`src/rtl/bot_state_sync_pkg.sv`:
```
// bot_sync_pkg: shared state enum, width defaults and lane packing helper for bot_state_sync
package bot_sync_pkg;
  localparam int W_DEF = 16;
  localparam int FRAC_DEF = 11;
  typedef enum logic [1:0] {IDLE, COLLECT, HOLD} state_t;
  function automatic int lane_lo(input int i, input int w);
    return i * w;
  endfunction
endpackage

```
`src/rtl/bot_state_sync_if.sv`:
```
// bot_state_sync_if: per-bot sample handshake and snapshot bus (master = front-ends/consumer, slave = synchroniser)
interface bot_state_sync_if #(
  parameter int N_BOTS = 3,
  parameter int W = 16,
  parameter int RND_W = 16
);
  logic [N_BOTS-1:0] in_valid;
  logic [N_BOTS-1:0] in_ready;
  logic [N_BOTS*W-1:0] in_x;
  logic [N_BOTS*W-1:0] in_y;
  logic [N_BOTS*W-1:0] in_vx;
  logic [N_BOTS*W-1:0] in_vy;
  logic snap_valid;
  logic snap_ready;
  logic [N_BOTS*W-1:0] snap_x;
  logic [N_BOTS*W-1:0] snap_y;
  logic [N_BOTS*W-1:0] snap_vx;
  logic [N_BOTS*W-1:0] snap_vy;
  logic [N_BOTS-1:0] snap_fresh;
  logic [RND_W-1:0] snap_round;
  logic tmo_pulse;
  modport master (
    output in_valid, in_x, in_y, in_vx, in_vy, snap_ready,
    input in_ready, snap_valid, snap_x, snap_y, snap_vx, snap_vy, snap_fresh, snap_round, tmo_pulse
  );
  modport slave (
    input in_valid, in_x, in_y, in_vx, in_vy, snap_ready,
    output in_ready, snap_valid, snap_x, snap_y, snap_vx, snap_vy, snap_fresh, snap_round, tmo_pulse
  );
endinterface

```
`src/rtl/bot_state_sync_lane.sv`:
```
// bot_capture_lane: one bot's capture regs and captured flag (ports: clk, rst, open, clear, valid, x/y/vx/vy in, ready, fire, captured, x_n/y_n/vx_n/vy_n next-values)
module bot_capture_lane #(
  parameter int W = 16
) (
  input  logic         clk,
  input  logic         rst,
  input  logic         open,
  input  logic         clear,
  input  logic         valid,
  input  logic [W-1:0] x,
  input  logic [W-1:0] y,
  input  logic [W-1:0] vx,
  input  logic [W-1:0] vy,
  output logic         ready,
  output logic         fire,
  output logic         captured,
  output logic [W-1:0] x_n,
  output logic [W-1:0] y_n,
  output logic [W-1:0] vx_n,
  output logic [W-1:0] vy_n
);
  logic [W-1:0] x_q, y_q, vx_q, vy_q;
  assign ready = open && !captured;
  assign fire = valid && ready;
  assign x_n = fire ? x : x_q;
  assign y_n = fire ? y : y_q;
  assign vx_n = fire ? vx : vx_q;
  assign vy_n = fire ? vy : vy_q;
  always_ff @(posedge clk) begin
    if (rst) begin
      x_q <= '0;
      y_q <= '0;
      vx_q <= '0;
      vy_q <= '0;
      captured <= 1'b0;
    end else begin
      x_q <= x_n;
      y_q <= y_n;
      vx_q <= vx_n;
      vy_q <= vy_n;
      captured <= !clear && (captured || fire);
    end
  end
endmodule

```
`src/rtl/bot_state_sync.sv`:
```
// bot_state_sync: gathers one sample per bot per round and publishes full or timed-out partial snapshots (ports: clk, rst, bus slave)
module bot_state_sync
  import bot_sync_pkg::*;
#(
  parameter int N_BOTS = 3,
  parameter int W = W_DEF,
  parameter int FRAC = FRAC_DEF,
  parameter int TMO_CYC = 1024,
  parameter int RND_W = 16
) (
  input logic clk,
  input logic rst,
  bot_state_sync_if.slave bus
);
  localparam int TW = $clog2(TMO_CYC + 1);
  localparam logic [TW-1:0] TMO = TW'(TMO_CYC);
  if (FRAC >= W) begin : g_bad_frac
    $error("FRAC must be smaller than W");
  end
  state_t state, state_n;
  logic [TW-1:0] timer, timer_n;
  logic [RND_W-1:0] round;
  logic [N_BOTS-1:0] captured, fire, flags_n;
  logic [N_BOTS*W-1:0] cx, cy, cvx, cvy;
  logic open, all_n, round_end, publish, start;
  assign open = !rst && state != HOLD;
  for (genvar i = 0; i < N_BOTS; i++) begin : g_lane
    bot_capture_lane #(.W(W)) u_lane (
      .clk(clk),
      .rst(rst),
      .open(open),
      .clear(publish),
      .valid(bus.in_valid[i]),
      .x(bus.in_x[lane_lo(i, W) +: W]),
      .y(bus.in_y[lane_lo(i, W) +: W]),
      .vx(bus.in_vx[lane_lo(i, W) +: W]),
      .vy(bus.in_vy[lane_lo(i, W) +: W]),
      .ready(bus.in_ready[i]),
      .fire(fire[i]),
      .captured(captured[i]),
      .x_n(cx[lane_lo(i, W) +: W]),
      .y_n(cy[lane_lo(i, W) +: W]),
      .vx_n(cvx[lane_lo(i, W) +: W]),
      .vy_n(cvy[lane_lo(i, W) +: W])
    );
  end
  // Round end looks at this cycle's captures too, so the snapshot follows the completing capture by one cycle.
  always_comb begin
    flags_n = captured | fire;
    all_n = &flags_n;
    start = state == IDLE && |fire;
    round_end = state != HOLD && (all_n || (state == COLLECT && timer == TMO));
    publish = state == HOLD ? bus.snap_ready : round_end && (!bus.snap_valid || bus.snap_ready);
    state_n = publish ? IDLE : round_end ? HOLD : start ? COLLECT : state;
    timer_n = publish ? '0 : start ? TW'(1) : (state == COLLECT && !round_end) ? timer + 1'b1 : timer;
  end
  always_ff @(posedge clk) begin
    if (rst) begin
      state <= IDLE;
      timer <= '0;
      round <= '0;
      bus.snap_valid <= 1'b0;
      bus.snap_x <= '0;
      bus.snap_y <= '0;
      bus.snap_vx <= '0;
      bus.snap_vy <= '0;
      bus.snap_fresh <= '0;
      bus.snap_round <= '0;
      bus.tmo_pulse <= 1'b0;
    end else begin
      state <= state_n;
      timer <= timer_n;
      bus.tmo_pulse <= publish && !all_n;
      if (publish) begin
        bus.snap_x <= cx;
        bus.snap_y <= cy;
        bus.snap_vx <= cvx;
        bus.snap_vy <= cvy;
        bus.snap_fresh <= flags_n;
        bus.snap_round <= round;
        round <= round + 1'b1;
        bus.snap_valid <= 1'b1;
      end else if (bus.snap_ready) begin
        bus.snap_valid <= 1'b0;
      end
    end
  end
endmodule
```
`src/flat_wrapper.sv`:
```
// flat-port wrapper written by rule: the top's interface ports become plain ports
module bot_state_sync_flat import bot_sync_pkg::*;
#(
  parameter int N_BOTS = 3,
  parameter int W = W_DEF,
  parameter int FRAC = FRAC_DEF,
  parameter int TMO_CYC = 1024,
  parameter int RND_W = 16
)
  (clk, rst, bus_in_valid, bus_in_x, bus_in_y, bus_in_vx, bus_in_vy, bus_snap_ready, bus_in_ready, bus_snap_valid, bus_snap_x, bus_snap_y, bus_snap_vx, bus_snap_vy, bus_snap_fresh, bus_snap_round, bus_tmo_pulse);
  bot_state_sync_if #(.N_BOTS(N_BOTS), .W(W), .RND_W(RND_W)) bus_i ();
  input logic clk;
  input logic rst;
  input wire logic [$bits(bus_i.in_valid)-1:0] bus_in_valid;
  input wire logic [$bits(bus_i.in_x)-1:0] bus_in_x;
  input wire logic [$bits(bus_i.in_y)-1:0] bus_in_y;
  input wire logic [$bits(bus_i.in_vx)-1:0] bus_in_vx;
  input wire logic [$bits(bus_i.in_vy)-1:0] bus_in_vy;
  input wire logic [$bits(bus_i.snap_ready)-1:0] bus_snap_ready;
  output wire logic [$bits(bus_i.in_ready)-1:0] bus_in_ready;
  output wire logic [$bits(bus_i.snap_valid)-1:0] bus_snap_valid;
  output wire logic [$bits(bus_i.snap_x)-1:0] bus_snap_x;
  output wire logic [$bits(bus_i.snap_y)-1:0] bus_snap_y;
  output wire logic [$bits(bus_i.snap_vx)-1:0] bus_snap_vx;
  output wire logic [$bits(bus_i.snap_vy)-1:0] bus_snap_vy;
  output wire logic [$bits(bus_i.snap_fresh)-1:0] bus_snap_fresh;
  output wire logic [$bits(bus_i.snap_round)-1:0] bus_snap_round;
  output wire logic [$bits(bus_i.tmo_pulse)-1:0] bus_tmo_pulse;
  assign bus_i.in_valid = bus_in_valid;
  assign bus_i.in_x = bus_in_x;
  assign bus_i.in_y = bus_in_y;
  assign bus_i.in_vx = bus_in_vx;
  assign bus_i.in_vy = bus_in_vy;
  assign bus_i.snap_ready = bus_snap_ready;
  assign bus_in_ready = bus_i.in_ready;
  assign bus_snap_valid = bus_i.snap_valid;
  assign bus_snap_x = bus_i.snap_x;
  assign bus_snap_y = bus_i.snap_y;
  assign bus_snap_vx = bus_i.snap_vx;
  assign bus_snap_vy = bus_i.snap_vy;
  assign bus_snap_fresh = bus_i.snap_fresh;
  assign bus_snap_round = bus_i.snap_round;
  assign bus_tmo_pulse = bus_i.tmo_pulse;
  bot_state_sync #(.N_BOTS(N_BOTS), .W(W), .FRAC(FRAC), .TMO_CYC(TMO_CYC), .RND_W(RND_W)) u_core (.clk(clk), .rst(rst), .bus(bus_i));
endmodule
```
`config.mk`:
```
export PLATFORM = sky130hd
export DESIGN_NAME = bot_state_sync_flat
export DESIGN_NICKNAME = d
export VERILOG_FILES = /design/src/rtl/bot_state_sync_pkg.sv /design/src/rtl/bot_state_sync_if.sv /design/src/rtl/bot_state_sync_lane.sv /design/src/rtl/bot_state_sync.sv /design/src/flat_wrapper.sv
export SDC_FILE = /design/constraint.sdc
export NUM_CORES = 1
export LEC_CHECK = 0
export ABC_AREA = 1
export CAP_MARGIN = 20
export CORE_MARGIN = 1.5
export CORE_UTILIZATION = 24
export CTS_CLUSTER_DIAMETER = 30
export DETAILED_ROUTE_END_ITERATION = 16
export PLACE_DENSITY_LB_ADDON = 0.3
export REMOVE_ABC_BUFFERS = 1
export SYNTH_ARGS = -nofsm -noshare
export SYNTH_HDL_FRONTEND = slang
export SYNTH_SLANG_ARGS = --single-unit
export TNS_END_PERCENT = 5
```
`constraint.sdc`:
```
create_clock -name clk -period 1.7 [get_ports clk]
set_clock_uncertainty 0.15 [all_clocks]
set_input_delay 0.17 -clock clk [delete_from_list [all_inputs] [get_ports clk]]
set_output_delay 0.17 -clock clk [all_outputs]
set_load 0.005 [all_outputs]
```
======== After elaboration in Yosys (flattened, before gate mapping) ========
Index checks and enable logic that the tools add are counted.
operators by class
  add/sub/neg operators ................... 2
  equal/unequal tests ..................... 4
  multiplexer cells ....................... 19
  bitwise operators ....................... 1
  reductions and logical operators ........ 38
operators by type and width
  cell                   number
  $mux 16                12
  $add 16x1->16 const B  1
  $logic_and 1x1->1      16
  $add 11x1->11 const B  1
  $eq 11x11->1 const B   1
  $reduce_or 3->1        3
  $logic_not 1->1        8
  $reduce_bool 2->1      3
  $logic_or 1x1->1       5
  $mux 1                 5
  $mux 2                 2
  $or 3x3->3             1
  $reduce_and 3->1       1
  $eq 2x1->1 const B     1
  $eq 2x2->1 const B     1
  $logic_not 2->1        1
  $ne 2x2->1 const B     1
  $reduce_or 2->1        1
word-level totals
  register bits after elaboration ......... 437
  input port bits ......................... 198
  output and inout bits ................... 216

======== Longest topological paths before layout ========
Gate-level depths: netlist (run 1).
  depth after elaboration ................. 12
  depth in mapped cells ................... 14

======== Modules after synthesis ========
Synthesis (run 1) repeated with hierarchy kept, for this count alone.
unflattened totals
  cells, all modules ...................... 2,858
  area, all modules ....................... 19,362.3 um2
by module, submodules not included
  module            times used  cells an instance  area each (um2)
  bot_capture_lane  3           555                3,349.5
  bot_state_sync    1           1,193              9,313.9

======== Worst setup path after synthesis (run 1) ========
OpenSTA, ideal clock, no wires.
  kind .................................... register -> register
  start point ............................. register u_core.timer[0]
  end point ............................... register u_core.bus.snap_vx[0]
  arrival ................................. 1.639 ns
  data required time ...................... 1.441 ns
  slack ................................... -0.198 ns
  cell stages (with the launch flop) ...... 13
  clock period less this slack ............ 1.898 ns
  path through ............................ dfxtp_1 > inv_1 > ha_1 > nand2_1 > nor3_1 > nand3_1 > nand2_2 > nand3_4 > buf_2 > buf_1 > nand3b_1 > nand2_1 > inv_1
between the ends
  longest elaborated chain between the ends .. 6
RTL lines
  element                 line                     RTL
  start, declared         bot_state_sync.sv:21     logic [TW-1:0] timer, timer_n;
  start signal, assigned  bot_state_sync.sv:72     timer <= timer_n;
  $eq 11x11->1            bot_state_sync.sv:52     round_end = state != HOLD && (all_n || (state == COLLECT && timer == TMO));
  $logic_and 1x1->1       bot_state_sync.sv:52
  $logic_or 1x1->1        bot_state_sync.sv:52
  $logic_and 1x1->1       bot_state_sync.sv:52
  $logic_and 1x1->1       bot_state_sync.sv:53     publish = state == HOLD ? bus.snap_ready : round_end && (!bus.snap_valid || bus.snap_ready);
  $mux 1                  bot_state_sync.sv:53
  end signal, assigned    bot_state_sync.sv:77     bus.snap_vx <= cvx;
  end, declared           bot_state_sync_if.sv:28  output in_ready, snap_valid, snap_x, snap_y, snap_vx, snap_vy, snap_fresh, snap_round, tmo_pulse
No other way between the ends.
A chain may end at the register's enable or synchronous reset.

======== Final worst setup path (run 1) ========
  start point ............................. register u_core.state[1]
  end point ............................... register u_core.bus.snap_vy[20]
between the ends
  longest elaborated chain between the ends .. 10
  elaborated cells on any way between the ends .. 18
  classes of those cells .................. eq/ne (3); mux (2); bitwise (1); reduce/logical (12)
RTL lines
  element                 line                                        RTL
  start, declared         bot_state_sync.sv:20                        state_t state, state_n;
  start signal, assigned  bot_state_sync.sv:71                        state <= state_n;
  $ne 2x2->1              bot_state_sync.sv:26, bot_state_sync.sv:52
  $logic_and 1x1->1       bot_state_sync.sv:26                        assign open = !rst && state != HOLD;
  $logic_and 1x1->1       bot_state_sync_lane.sv:23                   assign ready = open && !captured;
  $logic_and 1x1->1       bot_state_sync_lane.sv:24                   assign fire = valid && ready;
  $or 3x3->3              bot_state_sync.sv:49                        flags_n = captured | fire;
  $reduce_and 3->1        bot_state_sync.sv:50                        all_n = &flags_n;
  $logic_or 1x1->1        bot_state_sync.sv:52
  $logic_and 1x1->1       bot_state_sync.sv:52
  $logic_and 1x1->1       bot_state_sync.sv:53
  $mux 1                  bot_state_sync.sv:53
  end signal, assigned    bot_state_sync.sv:78                        bus.snap_vy <= cvy;
  end, declared           bot_state_sync_if.sv:28
Parallel ways exist; a longest one is shown, timed or not.

==> results.sh, run 1 <==
export IMPL_grt_ovfl_total=0
export IMPL_tightestPinTransition_ns=0.714
export IMPL_drive_gt1_share_pct=14.5
export IMPL_layout_setup_ws_ns=-0.373
export IMPL_drt_iter0_markers=677
export IMPL_slew_headroom_pct=52.4
export IMPL_irDropWorstVdd_mv=0.957
export IMPL_synth_area_um2=18100
export IMPL_async_reset_ff_share_pct=0
export IMPL_endpoint_kind="register"
export IMPL_max_cap_violations=0
export IMPL_design_core_area_um2=74400
export IMPL_violations="negative setup slack"
export IMPL_grt_max_degree=73
export IMPL_insertion_delay_ns=0.66
export IMPL_cts_tree="built"
export IMPL_leakage_nw=15.9
export IMPL_post_drt_via_cell_ratio=3.98
export IMPL_antenna_found_initial=3
export IMPL_syn_instance_count=2526
export IMPL_status="finished with violations"
export IMPL_dieHeight_um=277
export IMPL_final_core_util_pct=40.8
export IMPL_gp_congestion=0.764
export IMPL_vias=17091
export IMPL_grt_usage_pct=14.6
export IMPL_grt_pass1_wl_um=90300
export IMPL_routedWlPerCell_um=13.8
export IMPL_max_clock_path_buffers=3
export IMPL_cp_max_fo=8
export IMPL_die_area_um2=76900
export IMPL_final_max_slew_viol_count=0
export IMPL_area_delta_synth_final_pct=68.4
export IMPL_synth_ff_type="dfxtp_1"
export IMPL_ant_nets=0
export IMPL_grt_pass1_vias=16758
export IMPL_final_nets=3426
export IMPL_clockRootBuffer="clkbuf_16"
export IMPL_io_buffers=413
export IMPL_dpl_hpwl_um=36700
export IMPL_timing_final_crit_period_ns=2.07
export IMPL_yosysSeqAreaShare_pct=48.4
export IMPL_hp_class="input port to register"
export IMPL_synth_seq_cells=437
export IMPL_placedCellCount=3900
export IMPL_pre_cts_ws_ns=-0.558
export IMPL_clock_sinks=437
export IMPL_cp_start_kind="register"
export IMPL_clk_pin_slew_ns=0.05
export IMPL_critPathArrivalTime_ns=2.45
export IMPL_criticalPathCategory="register to register"
export IMPL_drtPass1Iterations=4
export IMPL_synth_distinct_cells=28
export IMPL_h_tree_depth=3
export IMPL_start_util_pct=24.3
export IMPL_timing_final_crit_share_pct=122
export IMPL_max_freq_mhz=482
export IMPL_synth_area_per_cell_um2=7.15
export IMPL_die_x_um=277
export IMPL_synth_edff_count=0
export IMPL_setup_viol=315
export IMPL_hold_viol_final=0
export IMPL_rows=100
export IMPL_drc_errors=0
export IMPL_cts_buffers=119
export IMPL_grt_setup_unrepaired="yes"
export IMPL_wl_um=59300
export IMPL_reg2reg_setup_slack_ns=-0.37
export IMPL_diodes=0
export IMPL_instances_no_fill=4292
export IMPL_ios=414
export IMPL_ys_warn_count=0
export IMPL_power_density_nw_per_um2=1280
export IMPL_required_ns=2.08
==> cell families (layout without fill, tap and decap cells) <==
kind of cell | Yosys count | after routing | share of synthesized area (%)
simple gates | 1122 | 1122 | 28.3
buf+inv | 699 | 1496 | 15.2
fa+ha+maj | 3 | 3 | 0.208
flops | 437 | 437 | 48.4
compound gates | 245 | 245 | 6.83
xor+xnor | 20 | 20 | 0.970
==> state kept, by name, indices dropped and copies added (netlist names) <==
signal                         flops
u_core.g_lane.u_lane.captured      3
u_core.bus.snap_fresh              3
u_core.bus.tmo_pulse               1
u_core.bus.snap_x                 48
u_core.bus.snap_valid              1
u_core.g_lane.u_lane.x_q          48
u_core.g_lane.u_lane.vx_q         48
u_core.timer                      11
u_core.bus.snap_round             16
u_core.g_lane.u_lane.y_q          48
u_core.round                      16
u_core.g_lane.u_lane.vy_q         48
u_core.state                       2
u_core.bus.snap_y                 48
u_core.bus.snap_vy                48
u_core.bus.snap_vx                48
==> cell usage after synthesis, types with 15 or more instances <==
cell	count	area [µm²]
nand3b_1	192	1440
clkbuf_1	57	214
nand2_1	547	2050
nor3_1	15	75.1
xor2_1	16	140
nor2_1	295	1110
nand4_1	16	100
buf_1	18	67.6
o21ai_0	193	966
dfxtp_1	437	8750
o21ai_1	30	150
inv_1	553	2080
nand3_1	42	210
buf_2	54	270
a21oi_1	19	95.1
==> stage by stage <==
stage	power (W)	area (µm²)	setup TNS [ns]	hold WS (ns)
final	0.0388	30400	-79.15	0.0165
after global routing	0.0405	30400	-115.80	0.0179
after CTS	0.0391	29900	-77.14	-0.0000133
after detailed placement	0.0162	24200	-146.19	0.299
after global placement	0.0162	24200	-135.71	0.296
after floorplan	0.0138	17400	-1745.01	0.0891
==> repair_timing <==
| action | CTS | global route |
|---|---|---|
| gates cloned | 2 | 8 |
| pin swaps | 11 | 15 |
| gates resized for setup | 325 | 157 |
| hold buffers | 143 | 0 |
| setup endpoints to repair | 643 | 397 |
| hold endpoints to repair | 145 | 0 |
| buffers inserted | 12 | 8 |
==> report_power, final <==
part	leakage, nW	internal (W)	switching [W]
logic	10.3	0.00257	0.00238
registers	3.58	0.0111	0.000312
clock network	2.01	0.0158	0.00664
total	15.9	0.0295	0.00933
==> layout by cell type (no fill, tap or decap), types with 21 or more instances in the layout <==
cell type        instances
inv_1                  544
nand3_1                 38
clkbuf_8                26
clkbuf_1                23
o21ai_1                103
clkinv_2                25
buf_6                   24
dfxtp_1                426
dlygate4sd3_1          143
o21ai_0                 99
o21ai_2                 21
dlygate4sd2_1          207
nand2_1                517
nor2_1                 281
clkdlybuf4s50_1        196
buf_12                  36
clkbuf_16              127
buf_4                   95
nand3b_1               192
nand2_2                 23
==> layer usage <==
layer | part of all wire [%] | track usage [%]
met5 | 0.042 | 0
met4 | 2.3 | 4.87
met3 | 6.6 | 4.53
met1 | 46 | 18.6
met2 | 45 | 23.5
==> worst paths after layout <==
kind | start | cells past startpoint | endpoint
max | u_core.state[1] | 13 | u_core.bus.snap_vy[20]
max reg2reg | u_core.state[1] | 13 | u_core.bus.snap_vy[20]
min reg2reg | u_core.bus.snap_round[0] | 2 | u_core.bus.snap_round[0]
min | rst | 4 | u_core.round[0]
==> cell type report <==
class / instances / area [µm²]
Clock buffer: 168 / 3420
Inverter: 556 / 2100
Timing Repair Buffer: 721 / 7330
Tap cell: 969 / 1210
Fill cell: 7555 / 44000
Sequential cell: 437 / 8770
Clock inverter: 51 / 668
Multi-Input combinational cell: 1390 / 6910
==> worst max-delay path, stage by stage, from the launching register on <==
cell,delay [ns]
dfxtp_4,0.35
nand2_4,0.09
nand2_8,0.08
buf_6,0.12
o21bai_4,0.12
nand3_2,0.12
nand2_2,0.12
nand3_4,0.11
nand3_4,0.15
buf_12,0.19
buf_12,0.16
nand2_1,0.06
nand2_1,0.06
inv_1,0.04
(Power assumes the default switching activity.)
==> run 2: changes to the inputs <==
--- a/config.mk
+++ b/config.mk
@@ -11,8 +11,10 @@
 export CORE_UTILIZATION = 24
 export CTS_CLUSTER_DIAMETER = 30
 export DETAILED_ROUTE_END_ITERATION = 16
+export DONT_BUFFER_PORTS = 1
 export PLACE_DENSITY_LB_ADDON = 0.3
 export REMOVE_ABC_BUFFERS = 1
+export SLEW_MARGIN = 0
 export SYNTH_ARGS = -nofsm -noshare
 export SYNTH_HDL_FRONTEND = slang
 export SYNTH_SLANG_ARGS = --single-unit
==> results.sh, run 2 (synthesized netlist as in run 1, its figures left out) <==
export IMPL_power_density_nw_per_um2=1500
export IMPL_die_area_um2=76900
export IMPL_clock_sinks=437
export IMPL_hp_class="input port to register"
export IMPL_vias=15374
export IMPL_area_delta_synth_final_pct=44.9
export IMPL_clk_pin_slew_ns=0.04
export IMPL_layout_setup_ws_ns=-0.307
export IMPL_holdCritStartpoint="rst"
export IMPL_leakage_nw=13.3
export IMPL_antenna_found_initial=13
export IMPL_cp_cell_sequence="inv_2 -> nand2_4 -> nand2_8 -> buf_6 -> nor2_4 -> buf_6 -> buf_6"
export IMPL_drc_errors=0
export IMPL_max_freq_mhz=498
export IMPL_h_tree_depth=3
export IMPL_hold_slack_ns=-0.527
export IMPL_endpoint_kind="output port"
export IMPL_grt_ovfl_total=0
export IMPL_cts_hold_buf=89
export IMPL_dieHeight_um=277
export IMPL_wl_um=56900
export IMPL_instances_no_fill=3813
export IMPL_start_util_pct=24.3
export IMPL_post_drt_via_cell_ratio=4.03
export IMPL_critPathArrivalTime_ns=1.69
export IMPL_rows=100
export IMPL_violations="negative hold slack, negative setup slack"
export IMPL_rr_endpoint="u_core.bus.snap_round[8]"
export IMPL_clockRootBuffer="clkbuf_16"
export IMPL_final_nets=2941
export IMPL_irDropWorstVdd_mv=0.729
export IMPL_gp_congestion=0.756
export IMPL_grt_setup_unrepaired="yes"
export IMPL_hold_viol_final=237
export IMPL_required_ns=1.38
export IMPL_ios=414
export IMPL_r2r_start="u_core.state[0]"
export IMPL_final_core_util_pct=35.2
export IMPL_routedWlPerCell_um=14.9
export IMPL_grt_max_degree=128
export IMPL_insertion_delay_ns=0.65
export IMPL_final_max_slew_viol_count=0
export IMPL_drtPass1Iterations=5
export IMPL_io_buffers=0
export IMPL_cp_num_buf_inv=4
export IMPL_path_common_cell="buf_6"
export IMPL_slowest_stage="dfxtp_2"
export IMPL_ff2ff_path_depth=12
export IMPL_timing_final_crit_period_ns=2.01
export IMPL_grt_pass1_vias=15222
export IMPL_placedCellCount=3474
export IMPL_cts_tree="built"
export IMPL_cts_buffers=116
export IMPL_ant_nets=0
export IMPL_layout_common_cells="inv_1 (551), nand2_1 (520), dfxtp_1 (435)"
export IMPL_hold_end="u_core.g_lane[0].u_lane.y_q[7]"
export IMPL_slew_headroom_pct=59.7
export IMPL_cp_start_kind="register"
export IMPL_tightestPinTransition_ns=0.603
export IMPL_final_common_cell="inv_1"
export IMPL_drive_gt1_share_pct=15.2
export IMPL_fin_tns_setup_ns=-50.33
export IMPL_dpl_hpwl_um=34500
export IMPL_criticalPathCategory="register to output port"
export IMPL_reg2reg_setup_slack_ns=-0.26
export IMPL_max_clock_path_buffers=3
export IMPL_design_core_area_um2=74400
export IMPL_grt_usage_pct=13.8
export IMPL_max_stage_delay_ns=0.33
export IMPL_setup_viol=278
export IMPL_drt_iter0_markers=585
export IMPL_cp_max_fo=6
export IMPL_cpLargestDelayFamily="buffers and inverters"
export IMPL_timing_final_crit_share_pct=118
export IMPL_status="finished with violations"
export IMPL_grt_pass1_wl_um=84500
export IMPL_max_cap_violations=0
export IMPL_hold_depth=1
export IMPL_die_x_um=277
export IMPL_pre_cts_ws_ns=-0.331
## run 2: changes by cell type in the layout (fill, tap and decap cells not counted), moves of 11 or more
cell,change
o21ai_0,+61
dlygate4sd2_1,-207
o21ai_1,-50
o21ai_2,-11
buf_4,-16
dlygate4sd3_1,-54
clkbuf_1,-12
bufinv_16,+11
clkdlybuf4s50_1,-196
## run 2: through the flow
step                      instance area, µm²  hold slack, ns  total power, W
final                                  26200          -0.527          0.0392
after global routing                   26200          -0.571          0.0409
after CTS                              25500          -0.586          0.0395
after detailed placement               20000           0.124          0.0148
after global placement                 20000           0.125          0.0148
after floorplan                        17400          0.0891          0.0138
## run 2: power breakdown
part / internal (W) / switching, W / total, W
clock network: 0.0173 / 0.00674 / 0.0241
registers: 0.0111 / 0.000508 / 0.0117
logic: 0.00161 / 0.00187 / 0.00348
## run 2: area by class of cell
cell class	count	area, µm²
diodes	6	15.0
clock buffers	157	3370
clock inverters	59	1010
fillers	7744	48300
inverters	556	2090
multi-input cells	1390	6820
flip-flops and latches	437	8750
well taps	969	1210
repair buffers	239	2890
## run 2: timing repair
item                                    CTS  global route
hold endpoints to repair                435           240
resized for setup                        37           101
pin swaps                                 2            15
buffers inserted                          2             7
cloned                                    3            16
endpoints found under the setup margin  400           414
## run 2: worst reg2reg max path, cell delays in order, from the launching register on
cell	delay [ns]
dfxtp_2	0.33
inv_2	0.05
nand2_4	0.08
nand2_8	0.08
o21bai_4	0.14
nand3_2	0.12
nand2_2	0.11
nand3_4	0.09
buf_4	0.17
buf_12	0.16
clkbuf_16	0.19
nand4_1	0.07
o21ai_0	0.09
## run 2: layer usage
metal	part of all wire, %	global-route usage, %	vias to the layer above
li1	-	-	8031
met1	43	16.6	6806
met2	45	21.4	405
met3	9.5	6.13	116
met4	2.3	5.24	16
met5	0.17	0	-
## run 2: worst max-delay path by stage
stage	from	to	slack (ns)	depth (start not counted)
3_5_place_dp	u_core.state[0]	u_core.bus.snap_y[19]	-0.33	13
4_1_cts	u_core.state[0]	bus_in_ready[0]	-0.33	7
6_report	u_core.state[0]	bus_in_ready[0]	-0.31	7
5_1_grt	u_core.state[0]	u_core.bus.snap_round[7]	-0.42	12
2_1_floorplan	u_core.state[0]	u_core.bus.snap_vx[0]	-5.98	6
3_3_place_gp	u_core.state[0]	u_core.bus.snap_x[14]	-0.29	13
